$ cat config.mk
export PLATFORM = sky130hd
export DESIGN_NAME = ram_addr_gen_nram
export DESIGN_NICKNAME = d
export VERILOG_FILES = /design/src/rtl/ram_addr_gen_nram.sv
export SDC_FILE = /design/constraint.sdc
export NUM_CORES = 2
export LEC_CHECK = 0
export ABC_CLOCK_PERIOD_IN_PS = 4600
export BUFFER_PORTS_ARGS = -buffer_cell sky130_fd_sc_hd__buf_2
export CAP_MARGIN = 5
export CORE_MARGIN = 3
export CORE_UTILIZATION = 50
export CTS_BUF_LIST = sky130_fd_sc_hd__clkbuf_8 sky130_fd_sc_hd__clkbuf_16
export DETAILED_ROUTE_END_ITERATION = 8
export MAX_ROUTING_LAYER = met4
export PLACE_DENSITY = 0.69
export SLEW_MARGIN = 20
export SYNTH_ARGS = -nofsm -noshare
export SYNTH_HDL_FRONTEND = slang
export SYNTH_SLANG_ARGS = --single-unit
$ cat constraint.sdc
create_clock -name clk -period 4.6 [get_ports clk]
set_clock_uncertainty 0.1 [all_clocks]
set_input_delay 0.46 -clock clk [delete_from_list [all_inputs] [get_ports clk]]
set_output_delay 0.46 -clock clk [all_outputs]
set_load 0.01 [all_outputs]
$ cat src/rtl/ram_addr_gen_nram.sv
// Address generator for N_CH parallel RAM channels: streams write addresses while a
// frame is loaded, then turns coordinate sets into clamped read addresses through a two-stage pipeline.
module ram_addr_gen_nram #(
   parameter int N_CH       = 5,
   parameter int CW         = 14,
   parameter int FRAC       = 4,
   parameter int AW         = 15,
   parameter int LINE_W     = 180,
   parameter int N_ROWS     = 150,
   parameter int LOAD_WORDS = 13500
) (
   input  logic                 clk,
   input  logic                 rst,
   input  logic                 start,
   input  logic                 ld_valid,
   input  logic [N_CH*CW-1:0]   pt_xi,
   input  logic [N_CH*CW-1:0]   pt_yi,
   input  logic [N_CH*CW-1:0]   pt_xo,
   input  logic [N_CH*CW-1:0]   pt_yo,
   input  logic                 pt_valid,
   output logic                 pt_ready,
   output logic [N_CH*AW-1:0]   addr_a,
   output logic [N_CH*AW-1:0]   addr_b,
   output logic                 we_a_n,
   output logic                 we_b_n,
   output logic                 rd_valid,
   output logic [N_CH*2-1:0]    oob,
   output logic [1:0]           state_o,
   output logic                 frame_done
);

   // state  | meaning
   // IDLE   | waiting for start; load beats and coordinate sets ignored
   // LOAD   | one write beat (two pixels) per ld_valid, beat counter advances
   // READ   | coordinate sets accepted every cycle, addresses 2 cycles later
   // 3      | illegal, returns to IDLE
   localparam logic [1:0] S_IDLE = 2'd0;
   localparam logic [1:0] S_LOAD = 2'd1;
   localparam logic [1:0] S_READ = 2'd2;

   localparam int XW   = CW - FRAC;
   localparam int MW   = XW + 9;
   localparam int CNTW = AW - 1;

   logic [1:0]                  r_state;
   logic [CNTW-1:0]             r_cnt;
   logic                        r_frame_done;
   logic                        r_v1;
   logic                        r_v2;
   logic [N_CH-1:0][XW-1:0]     r_xa;
   logic [N_CH-1:0][XW-1:0]     r_ya;
   logic [N_CH-1:0][XW-1:0]     r_xb;
   logic [N_CH-1:0][XW-1:0]     r_yb;
   logic [N_CH-1:0][1:0]        r_oob1;
   logic [N_CH*AW-1:0]          r_addr_a;
   logic [N_CH*AW-1:0]          r_addr_b;
   logic [N_CH*2-1:0]           r_oob;

   logic                        w_abort;
   logic                        w_beat;
   logic                        w_last;
   logic                        w_accept;
   logic [AW-1:0]               w_ld_a;
   logic [AW-1:0]               w_ld_b;
   logic [N_CH-1:0][XW:0]       w_cxa;
   logic [N_CH-1:0][XW:0]       w_cya;
   logic [N_CH-1:0][XW:0]       w_cxb;
   logic [N_CH-1:0][XW:0]       w_cyb;
   logic [N_CH*AW-1:0]          w_addr_a;
   logic [N_CH*AW-1:0]          w_addr_b;

   // Top bit of the result flags a clamp; lower bits are the clamped integer part.
   function automatic logic [XW:0] clamp_c(input logic [CW-1:0] c, input int lim);
      logic [XW-1:0] v;
      v = c[CW-1:FRAC];
      if (int'(v) >= lim) clamp_c = {1'b1, XW'(lim - 1)};
      else                clamp_c = {1'b0, v};
   endfunction

   function automatic logic [AW-1:0] lin_addr(input logic [XW-1:0] x, input logic [XW-1:0] y);
      logic [MW-1:0] p;
      p = MW'(y) * MW'(LINE_W) + MW'(x);
      lin_addr = AW'(p);
   endfunction

   assign w_abort  = ((r_state == S_LOAD) || (r_state == S_READ)) && !start;
   assign w_beat   = (r_state == S_LOAD) && ld_valid;
   assign w_last   = w_beat && (r_cnt == CNTW'(LOAD_WORDS - 1));
   assign w_accept = pt_valid && pt_ready;
   assign w_ld_a   = {r_cnt, 1'b0};
   assign w_ld_b   = {r_cnt, 1'b1};

   assign pt_ready   = (r_state == S_READ);
   assign state_o    = r_state;
   assign frame_done = r_frame_done;
   assign rd_valid   = r_v2;
   assign oob        = r_oob;
   assign we_a_n     = !w_beat;
   assign we_b_n     = !w_beat;
   assign addr_a     = (r_state == S_LOAD) ? {N_CH{w_ld_a}} : r_addr_a;
   assign addr_b     = (r_state == S_LOAD) ? {N_CH{w_ld_b}} : r_addr_b;

   always_comb begin
      w_cxa = '0;
      w_cya = '0;
      w_cxb = '0;
      w_cyb = '0;
      for (int k = 0; k < N_CH; k++) begin
         w_cxa[k] = clamp_c(pt_xi[k*CW +: CW], LINE_W);
         w_cya[k] = clamp_c(pt_yi[k*CW +: CW], N_ROWS);
         w_cxb[k] = clamp_c(pt_xo[k*CW +: CW], LINE_W);
         w_cyb[k] = clamp_c(pt_yo[k*CW +: CW], N_ROWS);
      end
   end

   always_comb begin
      w_addr_a = '0;
      w_addr_b = '0;
      for (int k = 0; k < N_CH; k++) begin
         w_addr_a[k*AW +: AW] = lin_addr(r_xa[k], r_ya[k]);
         w_addr_b[k*AW +: AW] = lin_addr(r_xb[k], r_yb[k]);
      end
   end

   always_ff @(posedge clk or negedge rst) begin
      if (!rst) begin
         r_state      <= S_IDLE;
         r_cnt        <= '0;
         r_frame_done <= 1'b0;
      end else begin
         r_frame_done <= 1'b0;
         case (r_state)
            S_IDLE: begin
               if (start) r_state <= S_LOAD;
            end
            S_LOAD: begin
               if (!start) begin
                  r_state <= S_IDLE;
                  r_cnt   <= '0;
               end else if (w_last) begin
                  r_state      <= S_READ;
                  r_cnt        <= '0;
                  r_frame_done <= 1'b1;
               end else if (w_beat) begin
                  r_cnt <= r_cnt + 1'b1;
               end
            end
            S_READ: begin
               if (!start) begin
                  r_state <= S_IDLE;
                  r_cnt   <= '0;
               end
            end
            default: begin
               r_state <= S_IDLE;
               r_cnt   <= '0;
            end
         endcase
      end
   end

   // An abort drops anything in flight so no stale rd_valid leaks into the next frame.
   always_ff @(posedge clk or negedge rst) begin
      if (!rst) begin
         r_v1     <= 1'b0;
         r_v2     <= 1'b0;
         r_xa     <= '0;
         r_ya     <= '0;
         r_xb     <= '0;
         r_yb     <= '0;
         r_oob1   <= '0;
         r_addr_a <= '0;
         r_addr_b <= '0;
         r_oob    <= '0;
      end else begin
         r_v1 <= w_accept && !w_abort;
         r_v2 <= r_v1 && !w_abort;
         if (w_accept && !w_abort) begin
            for (int k = 0; k < N_CH; k++) begin
               r_xa[k]   <= w_cxa[k][XW-1:0];
               r_ya[k]   <= w_cya[k][XW-1:0];
               r_xb[k]   <= w_cxb[k][XW-1:0];
               r_yb[k]   <= w_cyb[k][XW-1:0];
               r_oob1[k] <= {w_cxb[k][XW] | w_cyb[k][XW], w_cxa[k][XW] | w_cya[k][XW]};
            end
         end
         if (r_v1 && !w_abort) begin
            r_addr_a <= w_addr_a;
            r_addr_b <= w_addr_b;
            r_oob    <= r_oob1;
         end
      end
   end

endmodule

### Word level (Yosys, flattened, before mapping)

Cells that the tools add are included.

| cells by class | value |
|---|---|
| add/subtract/negate cells | 11 |
| multipliers | 10 |
| order comparisons | 20 |
| equal/unequal tests | 7 |
| mux-type cells | 35 |
| bitwise logic cells | 11 |
| reductions and logical operators | 13 |

Operators with widths:

| kind | count |
|---|---|
| 2-to-1 mux 11 bit | 20 |
| greater-or-equal comparator 10 x 8 -> 1 bit (second input constant) | 20 |
| adder 15 x 10 -> 15 bit | 10 |
| 2-to-1 mux 75 bit | 2 |
| multiplier 10 x 6 -> 13 bit (second input constant) | 10 |
| 2-to-1 mux 14 bit | 4 |
| one-hot mux 14 bit (3 select lines) | 1 |
| adder 14 x 1 -> 14 bit (second input constant) | 1 |
| equality test 14 bit (second input constant) | 1 |
| bitwise OR 1 bit | 10 |
| 2-to-1 mux 2 bit | 4 |
| logical AND 1 bit | 6 |
| one-hot mux 2 bit (3 select lines) | 1 |
| AND reduction 3 bit | 2 |
| inequality test 2 bit (second input constant) | 2 |
| inequality test 4 bit (second input constant) | 1 |
| logical NOT 1 bit | 3 |
| 2-to-1 mux 1 bit | 3 |
| inequality test 3 bit (second input constant) | 1 |
| equality test 2 x 1 -> 1 bit (second input constant) | 1 |
| equality test 2 bit (second input constant) | 1 |
| logical NOT 2 bit | 1 |
| logical OR 1 bit | 1 |
| NOT 1 bit | 1 |

| storage, ports and cells | value |
|---|---|
| bits in registers | 389 |
| output and inout port bits | 167 |
| logic and storage cells | 140 |

### Depth between registers and ports, before layout

| depth | value |
|---|---|
| depth after elaboration | 6 |
| mapped depth | 17 |

### Worst setup path after synthesis

OpenSTA, ideal clock, no wires.

| timing path | value |
|---|---|
| path type | flip-flop to flip-flop |
| start point | reg r_yb[44] (netlist name) |
| end point | reg r_addr_b[73] |
| setup time | 0.082 ns |
| arrival | 3.928 ns |
| slack | 0.490 ns |
| stages on the path, launching flop included | 16 |
| path buffers | 0 |
| period minus slack after synthesis | 4.110 ns |
| path through | dfrtp_1 ha_1 inv_1 fa_1 fa_1 inv_1 ha_1 nor2b_1 nor2_1 xnor2_1 ha_1 a21o_1 nor2_1 a221o_1 or4_1 a31oi_1 |

| between the ends | value |
|---|---|
| longest elaborated chain between the ends | 2 |

RTL lines:

| element | line | RTL |
|---|---|---|
| from (decl) | 53 | `logic [N_CH-1:0][XW-1:0] r_yb;` |
| from (signal, indexed assignment) | 183 | `r_yb[k] <= w_cyb[k][XW-1:0];` |
| multiplier 10 x 6 -> 13 bit | 82 | `p = MW'(y) * MW'(LINE_W) + MW'(x);` |
| adder 15 x 10 -> 15 bit | 82 |  |
| to (signal assigned) | 189 | `r_addr_b <= w_addr_b;` |
| to (decl) | 56 | `logic [N_CH*AW-1:0] r_addr_b;` |

No other way between the ends.
A chain may end at the register's enable or synchronous reset.

### Worst setup path in the final report

Ends and elaborated chain as after synthesis.

==> reports/results.ini <==
[die]
die_area_um2 = 61700
die_w_um = 248
initial_core_util = 0.507
io_pins = 452
num_rows = 88
fp.dieH_um = 248
coreArea_um2 = 57900

[yosys]
synth_flop_cell = dfrtp_1
syn-mean-instance-area_um2 = 8.88
synth-seq-cells = 389
yosysSeqAreaShare = 0.331
synthArstFlopShare = 1.00
synthDominantCellAreaShare = 0.331
synth_edf_count = 0
synth_top_area_cell = dfrtp_1
postSynthCellCount = 3309
ys_types = 63
synth_area_um2 = 29400
synth_nets = 4038
ys_top_cells_by_area = dfrtp_1 (33%), ha_1 (13%), fa_1 (10%)
ys_warn_count = 0

[final_layout]
seqCellArea_um2 = 9730
final_nets = 4432
fillers = 5170
areaGrowthSynthToFinish_pct = 16.0
layout_common_cells = inv_1 (631), dfrtp_1 (389), o21ai_0 (373)
drive_gt1_frac = 0.134
multi_input_area_um2 = 17000
final_common_cell = inv_1

[cts]
insertion_delay_ns = 0.58
numCtsBuffers = 44
cts_tree = done
clockRootBuffer = clkbuf_16
cts.path.max_buffers = 3
h-tree-depth = 2
clkSlewWorstSetupHoldPaths_ns = 0.06
clkSinkCount = 389
cts_setup_buffers = 0

[pwr]
power.switching_mw = 5.82
power_mw = 14.7
vdd_ir_drop_max_mv = 0.287
p_int_mw = 8.85
swShare = 0.397
p_per_area_nw_per_um2 = 430
seqPwrFrac = 0.276
static-leakage-power_nw = 17.3
combPwrFrac = 0.476
p_clk_frac = 0.248

[place]
pre_cts_slack_ns = 0.288
io_buffers = 371
hpwl_mm = 58.4
place.gp.congestion = 0.894

[sta]
fmax_ghz = 0.233
fin_setup_tns_ns = 0
tightestPinTransition_ns = 1.18
slew_headroom = 0.214
setup_ws_ns = 0.307
hold_viol = 0
rsz0062_at_grt = false
min_period_over_period = 0.933
setup_viol = 0
drv_slew = 0
post-route-min-period_ns = 4.29

[critical_path]
r2r_setup_slack_ns = 0.31
endpoint = r_addr_b[73]
r2r_cells = 15
regToRegStartpoint = r_yb[44]
required_ns = 4.99
r2r-end = r_addr_b[73]
cp_max_fo = 5
critPathLaunch = r_yb[44]
critPathKind = reg2reg
crit_arrival_ns = 4.68
crit_path_end_kind = register
startpoint_type = register

[global_route]
grt_overflow = 0
antenna_found_initial = 7
grtUsageTotal = 0.263
gr-usage-met3 = 0.0354
met1_usage = 0.356
grt_pass1_vias = 23500
busiest_layer = met2
grt_max_degree = 177
met2_usage = 0.416
grt_pass1_wl_mm = 124

[routing]
drc = 0
route.vias.total = 24100
dr.pass1.iters = 6
vias_per_cell = 5.35
wl_mm = 78.9
drtIter0Drc = 1403
ant_nets = 0
wl_per_cell_um = 17.5

[status]
status = finished clean

[job]
max_cap_viol_count = 0

[min_path]
hold_path.class = in2reg
hold_depth = 2

-- final cells by class --
type                       instances  area share
antenna                            2    0.000147
clock buffer                      53      0.0363
clock inverter                    26     0.00709
inverter                         623      0.0688
multi-input combinational       2209       0.499
sequential                       389       0.286
tap                              765      0.0281
timing repair buffer             436      0.0747
-- what timing repair did --
action,CTS,global route
setup endpoints to repair,0,6
hold endpoints to repair,146,0
resized for setup,0,9
hold buffers,42,0
-- layer usage --
metal  vias to the layer above  share of wire
met4                         0          0.031
met2                       667           0.46
met5                         -              0
li1                      11800              -
met1                     11500           0.45
met3                       127          0.062
-- logic make-up (layout without fill, tap and decap cells) --
logic type,Yosys count,in the layout,synth area share
AOI/OAI and AO/OA,785,785,0.169
DFF,389,389,0.331
buffers and inverters,711,1138,0.0910
other,0,2,0
xor gates and xnor gates,168,168,0.0501
muxes,11,11,0.00417
and+or+nand+nor,801,801,0.127
adders and majority gates,444,444,0.227
-- sequential cells by signal (all words and copies together), names as in the netlist, 2 cells and up --
name	flops
r_addr_a	75
r_addr_b	75
r_xa	50
r_xb	50
r_ya	50
r_yb	50
r_cnt	14
oob	10
r_oob1	10
state_o	2
-- power by group through the flow --
stage | clock [mW] | sequential (mW) | combinational [mW]
2_1_floorplan | 0 | 4.04 | 5.09
3_3_place_gp | 0 | 4.10 | 6.81
3_5_place_dp | 0 | 4.11 | 6.90
4_1_cts | 3.71 | 4.06 | 6.99
5_1_grt | 3.84 | 4.10 | 7.93
6_report | 3.64 | 4.06 | 6.98
-- worst min-delay path by stage --
stage                       endpoint  startpoint
after detailed placement      oob[9]   r_oob1[9]
after global placement        oob[0]   r_oob1[0]
final                       r_xb[45]   pt_xo[65]
after floorplan           frame_done         rst
after CTS                   r_ya[11]   pt_yi[19]
after global routing        r_xa[16]   pt_xi[24]
-- metrics by stage --
step / hold slack (ns) / utilization / cell area, µm² / std cells
after floorplan: 0.0644 / - / 29400 / 3309
after global placement: 0.348 / 0.555 / 32200 / 4380
after detailed placement: 0.351 / 0.555 / 32200 / 4380
after CTS: 0.0000234 / 0.588 / 34100 / 4501
after global routing: 0.0165 / 0.588 / 34100 / 4503
final: 0.0279 / 0.588 / 34100 / 4503
-- critical path: stages, from the launching register on --
cell and delay (ns):
dfrtp_1 0.40, ha_1 0.33, inv_1 0.07, fa_1 0.49, fa_1 0.51, inv_1 0.04
ha_1 0.34, nor2b_1 0.15, nor2_1 0.12, xnor2_1 0.08, ha_1 0.35, a21o_1 0.15
nor2_1 0.04, a221o_1 0.36, or4_1 0.50, a31oi_1 0.16
-- cell usage after synthesis (all sizes together) (15+ instances only) --
cell and number:
o2111ai 25, or3 19, or2 16, dfrtp 389, ha 294, nor2 152
nand2b 31, a31oi 16, o211ai 19, nor3 33, nand2 355, o21ai 375
a21oi 85, nor4 25, a21o 24, o22ai 30, fa 150, o22a 51
o21a 20, and2 35, a211o 24, xnor2 114, a22o 20, nor2b 29
nand3 56, inv 623, xor2 54, clkbuf 81, o31ai 15
No activity file was read; power rests on OpenSTA's default activity.
